==> config.mk <==
export PLATFORM = sky130hd
export DESIGN_NAME = aibnd_dcc_cal_ctl
export DESIGN_NICKNAME = d
export VERILOG_FILES = /design/src/rtl/aibnd_dcc_pkg.sv /design/src/rtl/aibnd_dcc_filt.sv /design/src/rtl/aibnd_dcc_cal_ctl.sv
export SDC_FILE = /design/constraint.sdc
export NUM_CORES = 1
export LEC_CHECK = 0
export ABC_AREA = 0
export BUFFER_PORTS_ARGS = -buffer_cell sky130_fd_sc_hd__buf_2
export CAP_MARGIN = 40
export CORE_AREA = 8 8 54 100
export CTS_BUF_LIST = sky130_fd_sc_hd__clkbuf_16
export CTS_CLUSTER_DIAMETER = 80
export CTS_CLUSTER_SIZE = 40
export DETAILED_ROUTE_END_ITERATION = 16
export DIE_AREA = 0 0 62 108
export PLACE_DENSITY = 0.62
export SLEW_MARGIN = 20
export SYNTH_ARGS = -nofsm -noshare
export SYNTH_HDL_FRONTEND = slang
export SYNTH_SLANG_ARGS = --single-unit
==> constraint.sdc <==
create_clock -name clk -period 2.3 [get_ports clk]
set_clock_uncertainty 0.1 [all_clocks]
set_input_delay 0.115 -clock clk [delete_from_list [all_inputs] [get_ports clk]]
set_output_delay 0.115 -clock clk [all_outputs]
set_load 0.05 [all_outputs]
==> src/rtl/aibnd_dcc_pkg.sv <==
// Shared definitions for the DCC calibration controller.
//   - FSM state encodings (plain constants for legacy tools)
//   - trim-step direction encoding
//   - timeout multiplier: a sample window with no decision lasts
//     TMO_MULT*FILT_TH samples
package aibnd_dcc_pkg;

  typedef logic [2:0] dcc_state_t;

  localparam dcc_state_t ST_IDLE   = 3'd0;
  localparam dcc_state_t ST_SETTLE = 3'd1;
  localparam dcc_state_t ST_SAMPLE = 3'd2;
  localparam dcc_state_t ST_ADJUST = 3'd3;
  localparam dcc_state_t ST_LOCKED = 3'd4;

  localparam logic DIR_UP = 1'b0;  // increment trim code
  localparam logic DIR_DN = 1'b1;  // decrement trim code

  localparam int TMO_MULT = 4;

endpackage

==> src/rtl/aibnd_dcc_filt.sv <==
// Phase-detector decision filter.
// Ports:
//   clk, rst  - clock, synchronous active-high reset
//   clr       - clears accumulator and sample counter (held while not sampling)
//   en        - one phase-detector sample is taken this cycle
//   pd_dn     - sample value, 1 = duty too high
//   dec       - this sample brings the accumulator to +/-FILT_TH
//   dec_dir   - direction of that decision (DIR_DN at +FILT_TH)
//   tmo       - this sample completes the window without a decision
// dec/dec_dir/tmo are combinational from the current sample so the
// controller can leave SAMPLE on the deciding cycle.
module aibnd_dcc_filt import aibnd_dcc_pkg::*; #(
  parameter int FILT_TH = 4
) (
  input  logic clk,
  input  logic rst,
  input  logic clr,
  input  logic en,
  input  logic pd_dn,
  output logic dec,
  output logic dec_dir,
  output logic tmo
);

  localparam int ACC_W = $clog2(FILT_TH) + 2;
  localparam int CNT_W = $clog2(TMO_MULT * FILT_TH) + 1;

  localparam logic signed [ACC_W-1:0] ACC_ONE = ACC_W'(1);
  localparam logic signed [ACC_W-1:0] TH_P    = ACC_W'(FILT_TH);
  localparam logic signed [ACC_W-1:0] TH_N    = -TH_P;
  localparam logic [CNT_W-1:0]        CNT_ONE = CNT_W'(1);
  localparam logic [CNT_W-1:0]        CNT_END = CNT_W'(TMO_MULT * FILT_TH);

  logic signed [ACC_W-1:0] acc, acc_nxt;
  logic [CNT_W-1:0]        cnt, cnt_nxt;

  always_comb begin
    acc_nxt = pd_dn ? (acc + ACC_ONE) : (acc - ACC_ONE);
    cnt_nxt = cnt + CNT_ONE;
    dec     = en && ((acc_nxt == TH_P) || (acc_nxt == TH_N));
    dec_dir = (acc_nxt == TH_P) ? DIR_DN : DIR_UP;
    tmo     = en && !dec && (cnt_nxt == CNT_END);
  end

  always_ff @(posedge clk) begin
    if (rst || clr) begin
      acc <= '0;
      cnt <= '0;
    end else if (en) begin
      acc <= acc_nxt;
      cnt <= cnt_nxt;
    end
  end

endmodule

==> src/rtl/aibnd_dcc_cal_ctl.sv <==
// Duty-cycle-correction calibration controller.
// Settles, filters phase-detector samples, steps the trim code by one
// and declares lock after LOCK_TOGGLES reversal/saturation/timeout events.
// Ports:
//   clk, rst             - clock, synchronous active-high reset
//   vcc_aibnd, vss_aibnd - supply pins, no logic function
//   cal_en               - level enable; low aborts to IDLE (code held)
//   pd_dn                - phase-detector sample, 1 = decrement code
//   dcc_code             - registered trim code, resets to midscale
//   cal_busy             - calibrating (SETTLE/SAMPLE/ADJUST)
//   cal_done             - locked
//   cal_sat              - sticky: a step was blocked at 0 or max
// Build option AIBND_DCC_TRACK_EN: after lock the loop keeps running
// with cal_done=1/cal_busy=0, stepping on decisions and ignoring
// timeouts. The trk flag marks that locked-tracking mode, so the state
// register cycles SETTLE/SAMPLE/ADJUST instead of sitting in LOCKED.
// Handshake: none; cal_en is a plain level, pd_dn is sampled every
// SAMPLE cycle, all outputs are registered.
module aibnd_dcc_cal_ctl import aibnd_dcc_pkg::*; #(
  parameter int CODE_W       = 5,
  parameter int SETTLE_CYC   = 8,
  parameter int FILT_TH      = 4,
  parameter int LOCK_TOGGLES = 4
) (
  input  logic              clk,
  input  logic              rst,
  input  logic              vcc_aibnd,
  input  logic              vss_aibnd,
  input  logic              cal_en,
  input  logic              pd_dn,
  output logic [CODE_W-1:0] dcc_code,
  output logic              cal_busy,
  output logic              cal_done,
  output logic              cal_sat
);

`ifdef AIBND_DCC_TRACK_EN
  localparam logic TRACK = 1'b1;
`else
  localparam logic TRACK = 1'b0;
`endif

  localparam int SC_W = $clog2(SETTLE_CYC + 1);
  localparam int EV_W = $clog2(LOCK_TOGGLES + 1);

  localparam logic [CODE_W-1:0] CODE_MID = {1'b1, {(CODE_W-1){1'b0}}};
  localparam logic [CODE_W-1:0] CODE_MAX = {CODE_W{1'b1}};
  localparam logic [CODE_W-1:0] CODE_ONE = CODE_W'(1);
  localparam logic [SC_W-1:0]   SC_LAST  = SC_W'(SETTLE_CYC - 1);
  localparam logic [SC_W-1:0]   SC_ONE   = SC_W'(1);
  localparam logic [EV_W-1:0]   EV_MAX   = EV_W'(LOCK_TOGGLES);
  localparam logic [EV_W-1:0]   EV_ONE   = EV_W'(1);

  logic unused_pwr;
  assign unused_pwr = vcc_aibnd ^ vss_aibnd;

  dcc_state_t        state, state_nxt;
  logic [SC_W-1:0]   scnt;
  logic [EV_W-1:0]   evt, evt_nxt, evt_inc;
  logic [CODE_W-1:0] code_nxt;
  logic              last_vld, last_vld_nxt;
  logic              last_dir, last_dir_nxt;
  logic              adj_dir;
  logic              trk, trk_nxt;
  logic              sat_nxt, busy_nxt, done_nxt;
  logic              blocked, lock_now;
  logic              f_dec, f_dir, f_tmo;

  aibnd_dcc_filt #(.FILT_TH(FILT_TH)) u_filt (
    .clk     (clk),
    .rst     (rst),
    .clr     (state != ST_SAMPLE),
    .en      ((state == ST_SAMPLE) && cal_en),
    .pd_dn   (pd_dn),
    .dec     (f_dec),
    .dec_dir (f_dir),
    .tmo     (f_tmo)
  );

  always_comb begin
    state_nxt    = state;
    code_nxt     = dcc_code;
    evt_nxt      = evt;
    last_vld_nxt = last_vld;
    last_dir_nxt = last_dir;
    trk_nxt      = trk;
    sat_nxt      = cal_sat;
    blocked      = 1'b0;
    lock_now     = 1'b0;
    evt_inc      = (evt == EV_MAX) ? evt : (evt + EV_ONE);

    if (!cal_en) begin
      state_nxt = ST_IDLE;
      trk_nxt   = 1'b0;
      sat_nxt   = 1'b0;
    end else begin
      case (state)
        ST_IDLE: begin
          state_nxt    = ST_SETTLE;
          evt_nxt      = '0;
          last_vld_nxt = 1'b0;
          last_dir_nxt = DIR_UP;
        end
        ST_SETTLE: begin
          if (scnt == SC_LAST) state_nxt = ST_SAMPLE;
        end
        ST_SAMPLE: begin
          if (f_dec) begin
            state_nxt = ST_ADJUST;
          end else if (f_tmo) begin
            state_nxt = ST_SETTLE;
            if (!trk) begin
              evt_nxt  = evt_inc;
              lock_now = (evt_inc == EV_MAX);
            end
          end
        end
        ST_ADJUST: begin
          state_nxt = ST_SETTLE;
          blocked   = (adj_dir == DIR_DN) ? (dcc_code == '0) : (dcc_code == CODE_MAX);
          if (blocked) sat_nxt = 1'b1;
          else if (adj_dir == DIR_DN) code_nxt = dcc_code - CODE_ONE;
          else code_nxt = dcc_code + CODE_ONE;
          if (!trk) begin
            // a blocked step and a reversal in the same step count once
            if (blocked || (last_vld && (adj_dir != last_dir))) begin
              evt_nxt  = evt_inc;
              lock_now = (evt_inc == EV_MAX);
            end
            last_vld_nxt = 1'b1;
            last_dir_nxt = adj_dir;
          end
        end
        ST_LOCKED: ;
        default: state_nxt = ST_IDLE;
      endcase

      if (lock_now) begin
        if (TRACK) begin
          state_nxt = ST_SETTLE;
          trk_nxt   = 1'b1;
        end else begin
          state_nxt = ST_LOCKED;
        end
      end
    end

    busy_nxt = ((state_nxt == ST_SETTLE) || (state_nxt == ST_SAMPLE) ||
                (state_nxt == ST_ADJUST)) && !trk_nxt;
    done_nxt = (state_nxt == ST_LOCKED) || trk_nxt;
  end

  always_ff @(posedge clk) begin
    if (rst) begin
      state    <= ST_IDLE;
      dcc_code <= CODE_MID;
      scnt     <= '0;
      evt      <= '0;
      last_vld <= 1'b0;
      last_dir <= DIR_UP;
      adj_dir  <= DIR_UP;
      trk      <= 1'b0;
      cal_busy <= 1'b0;
      cal_done <= 1'b0;
      cal_sat  <= 1'b0;
    end else begin
      state    <= state_nxt;
      dcc_code <= code_nxt;
      evt      <= evt_nxt;
      last_vld <= last_vld_nxt;
      last_dir <= last_dir_nxt;
      trk      <= trk_nxt;
      cal_busy <= busy_nxt;
      cal_done <= done_nxt;
      cal_sat  <= sat_nxt;
      // counts only while settling; zero on every SETTLE entry
      scnt     <= ((state == ST_SETTLE) && cal_en) ? (scnt + SC_ONE) : '0;
      if ((state == ST_SAMPLE) && f_dec) adj_dir <= f_dir;
    end
  end

endmodule

==> run metrics <==
Post-CTS Hold Fix Bufs=0; pre-CTS setup slack=roughly 0.091 ns; Final Max Slew Viols=0; top_reg_cell synth=dfxtp_1; DRC=0; Boundary Pins=14; GRT overflow=0; FF-to-FF setup slack=0.12 ns; Setup Crit Path Kind=reg -> reg; Static Leak=0.862 nW; Mapped Cells=between 150 and 200; post-synthesis sequential area ratio=0.351; DRT Wirelength=between 3 and 4 mm; TritonCTS Buffers=5; fin cells=approximately 270; routed len/inst=about 14 microns; top-count cell post-synth=dfxtp_1; fin worst setup slack=0.119 ns; CTS Sinks=31; Die Area=6700 sq um; PortBufs=11; Die H=108 microns; Layout area overhead=16.1%; CP startpoint=evt[0]; R2R cell count=7; largest net degree at the start of global routing=16; max_cap viols=0; H-tree Lvls=2; R2R Path Start=evt[0]; CP Launch Type=register; RSZ-0062 raised after global routing=no; register bit count reported by yosys=31; Hold EP=dcc_code[3]; status=completed; sum of negative setup slack=0 ns; Final Power=around 0.0012 W; top post-synthesis cells by area=dfxtp_1 35%, ha_1 7.8%, nor2_1 4.5%; core area=approximately 4000 sq um; Setup Buffers After CTS=0; hold wc startpoint=rst; clk_lat worst skew=approximately 0.27 ns; f_max=458 MHz; share of the synthesized area in the top cell type=0.351; CP Capture Type=register; DP HPWL=~2.9 mm; Mean Syn Cell Area=8.93 sq um; layout cells sized above 1=0.143; PwrDens=585 nW/um^2; Ys Warns=0; clock slew at reported path FFs=roughly 0.05 ns; Final Hold Fails=0; top cells by count, synth=31 x dfxtp_1, 21 x nor2_1, 14 x a21oi_1, 14 x inv_1, 11 x ha_1; DR pass1 iterations=4; WP data arrival=2.30 ns; worst hold path class=in -> reg; worst vdd rail ir drop=~0.44 mV; GPL Wtd Cong=~0.75; placed insts=between 200 and 300; worst path required time=2.42 ns; crit path max fanout=5; final setup vio count=0; ANT nets after route=0; FP Rows=33; worst-margin pin slew=around 0.63 ns; Vias=around 1500; area leader, netlist=dfxtp_1; reg2reg end=cal_done; vias in the first global route=~1500; Die Wd=roughly 62 microns; asr flop ratio synth=0; DR vias/cell=approximately 5.4; initial antenna violation count=0; root buf cell=clkbuf_16; first-pass GRT wire length=around 6.3 mm; Initial Utilization=0.433; Tot GR Track Use=0.125; Slew HR=0.583; antenna cells=0; Nets=235; CTS tree=yes; hold path cells=2; Cell variety after synth=49; Synth Cell Area=1770 sq um; Initial DRC Count=47; fin crit share=0.948; Synth Net Count=between 200 and 250; fin crit period=about 2.2 ns; number of enable flip-flop cells after synthesis=0; buffer depth of the longest clock path=2
-- kinds of logic (layout without fill, tap and decap cells) --
group                    count (synthesis)  count (layout)  synth area share
XOR/XNOR                                16              16            0.0793
multiplexers                             5               5            0.0283
flip-flops                              31              31             0.351
AO/OA/AOI/OAI                           40              40             0.164
AND/OR/NAND/NOR                         73              73             0.230
adder cells (fa/ha/maj)                 13              13             0.100
buffers and inverters                   20              39            0.0467
-- registers in the layout, indices dropped and copies added (netlist names) --
name        flops
dcc_code        5
evt             3
state           3
cal_sat         1
cal_done        1
adj_dir         1
last_dir        1
u_filt.acc      4
cal_busy        1
u_filt.cnt      5
last_vld        1
trk             1
scnt            4
-- final cells by class --
type	count	area [sq um]
fill	394	2040
multi-input combinational	147	1080
sequential	31	621
clock buffer	5	125
timing repair buffer	16	92.6
tap	52	65.1
inverter	15	56.3
clock inverter	3	12.5
-- worst max-delay path: stages (launching register included) --
cell and delay, ns:
dfxtp_1 0.34, inv_1 0.07, ha_1 0.32, or4b_1 0.52, a311oi_2 0.25, and2_4 0.20, o2bb2ai_4 0.14, o311a_1 0.18
-- routing by layer --
layer  global-route usage  share of wire
met1                0.113           0.39
met2                0.240           0.57
met3               0.0297          0.027
met4               0.0542          0.019
met5                    0              0
-- metrics by stage --
step / cell area [sq um] / util / hold slack, ns
after floorplan: 1770 / - / 0.134
after global placement: 1900 / 0.465 / 0.339
after detailed placement: 1900 / 0.465 / 0.348
after CTS: 2040 / 0.498 / 0.0807
after global routing: 2050 / 0.502 / 0.0960
final: 2050 / 0.502 / 0.0859
-- report_power, final --
part | switching, W | internal [W]
Combinational | 0.0000287 | 0.0000129
Sequential | 0.00000301 | 0.000540
Clock | 0.000225 | 0.000390
-- repair_timing --
item,in CTS,in global routing
hold endpoints to repair,0,0
endpoints found under the setup margin,0,5
resized for setup,0,2
-- worst max-delay path by stage --
stage	end	cells after the start	slack (ns)
2_1_floorplan	dcc_code[4]	7	0.002
3_3_place_gp	cal_done	7	0.12
3_5_place_dp	cal_done	7	0.09
4_1_cts	cal_done	7	0.08
5_1_grt	cal_done	7	0.001
6_report	cal_done	7	0.12
-- placed cells by master (no fill, tap or decap), types with 3 or more instances in the layout --
master and n:
a21oi_1 14, nor4_1 4, nand2b_1 6, nand3_1 3
dfxtp_1 31, nor2_1 21, xor2_1 7, o21ai_0 4
buf_2 11, xnor2_1 9, nor3_1 3, mux2i_1 5
nand4_1 4, inv_1 16, and3_1 3, a21o_1 3
nand2_1 10, clkbuf_16 5, buf_4 5, nor2b_1 4
ha_1 11
Note: power is estimated with default switching activity, not from simulation.
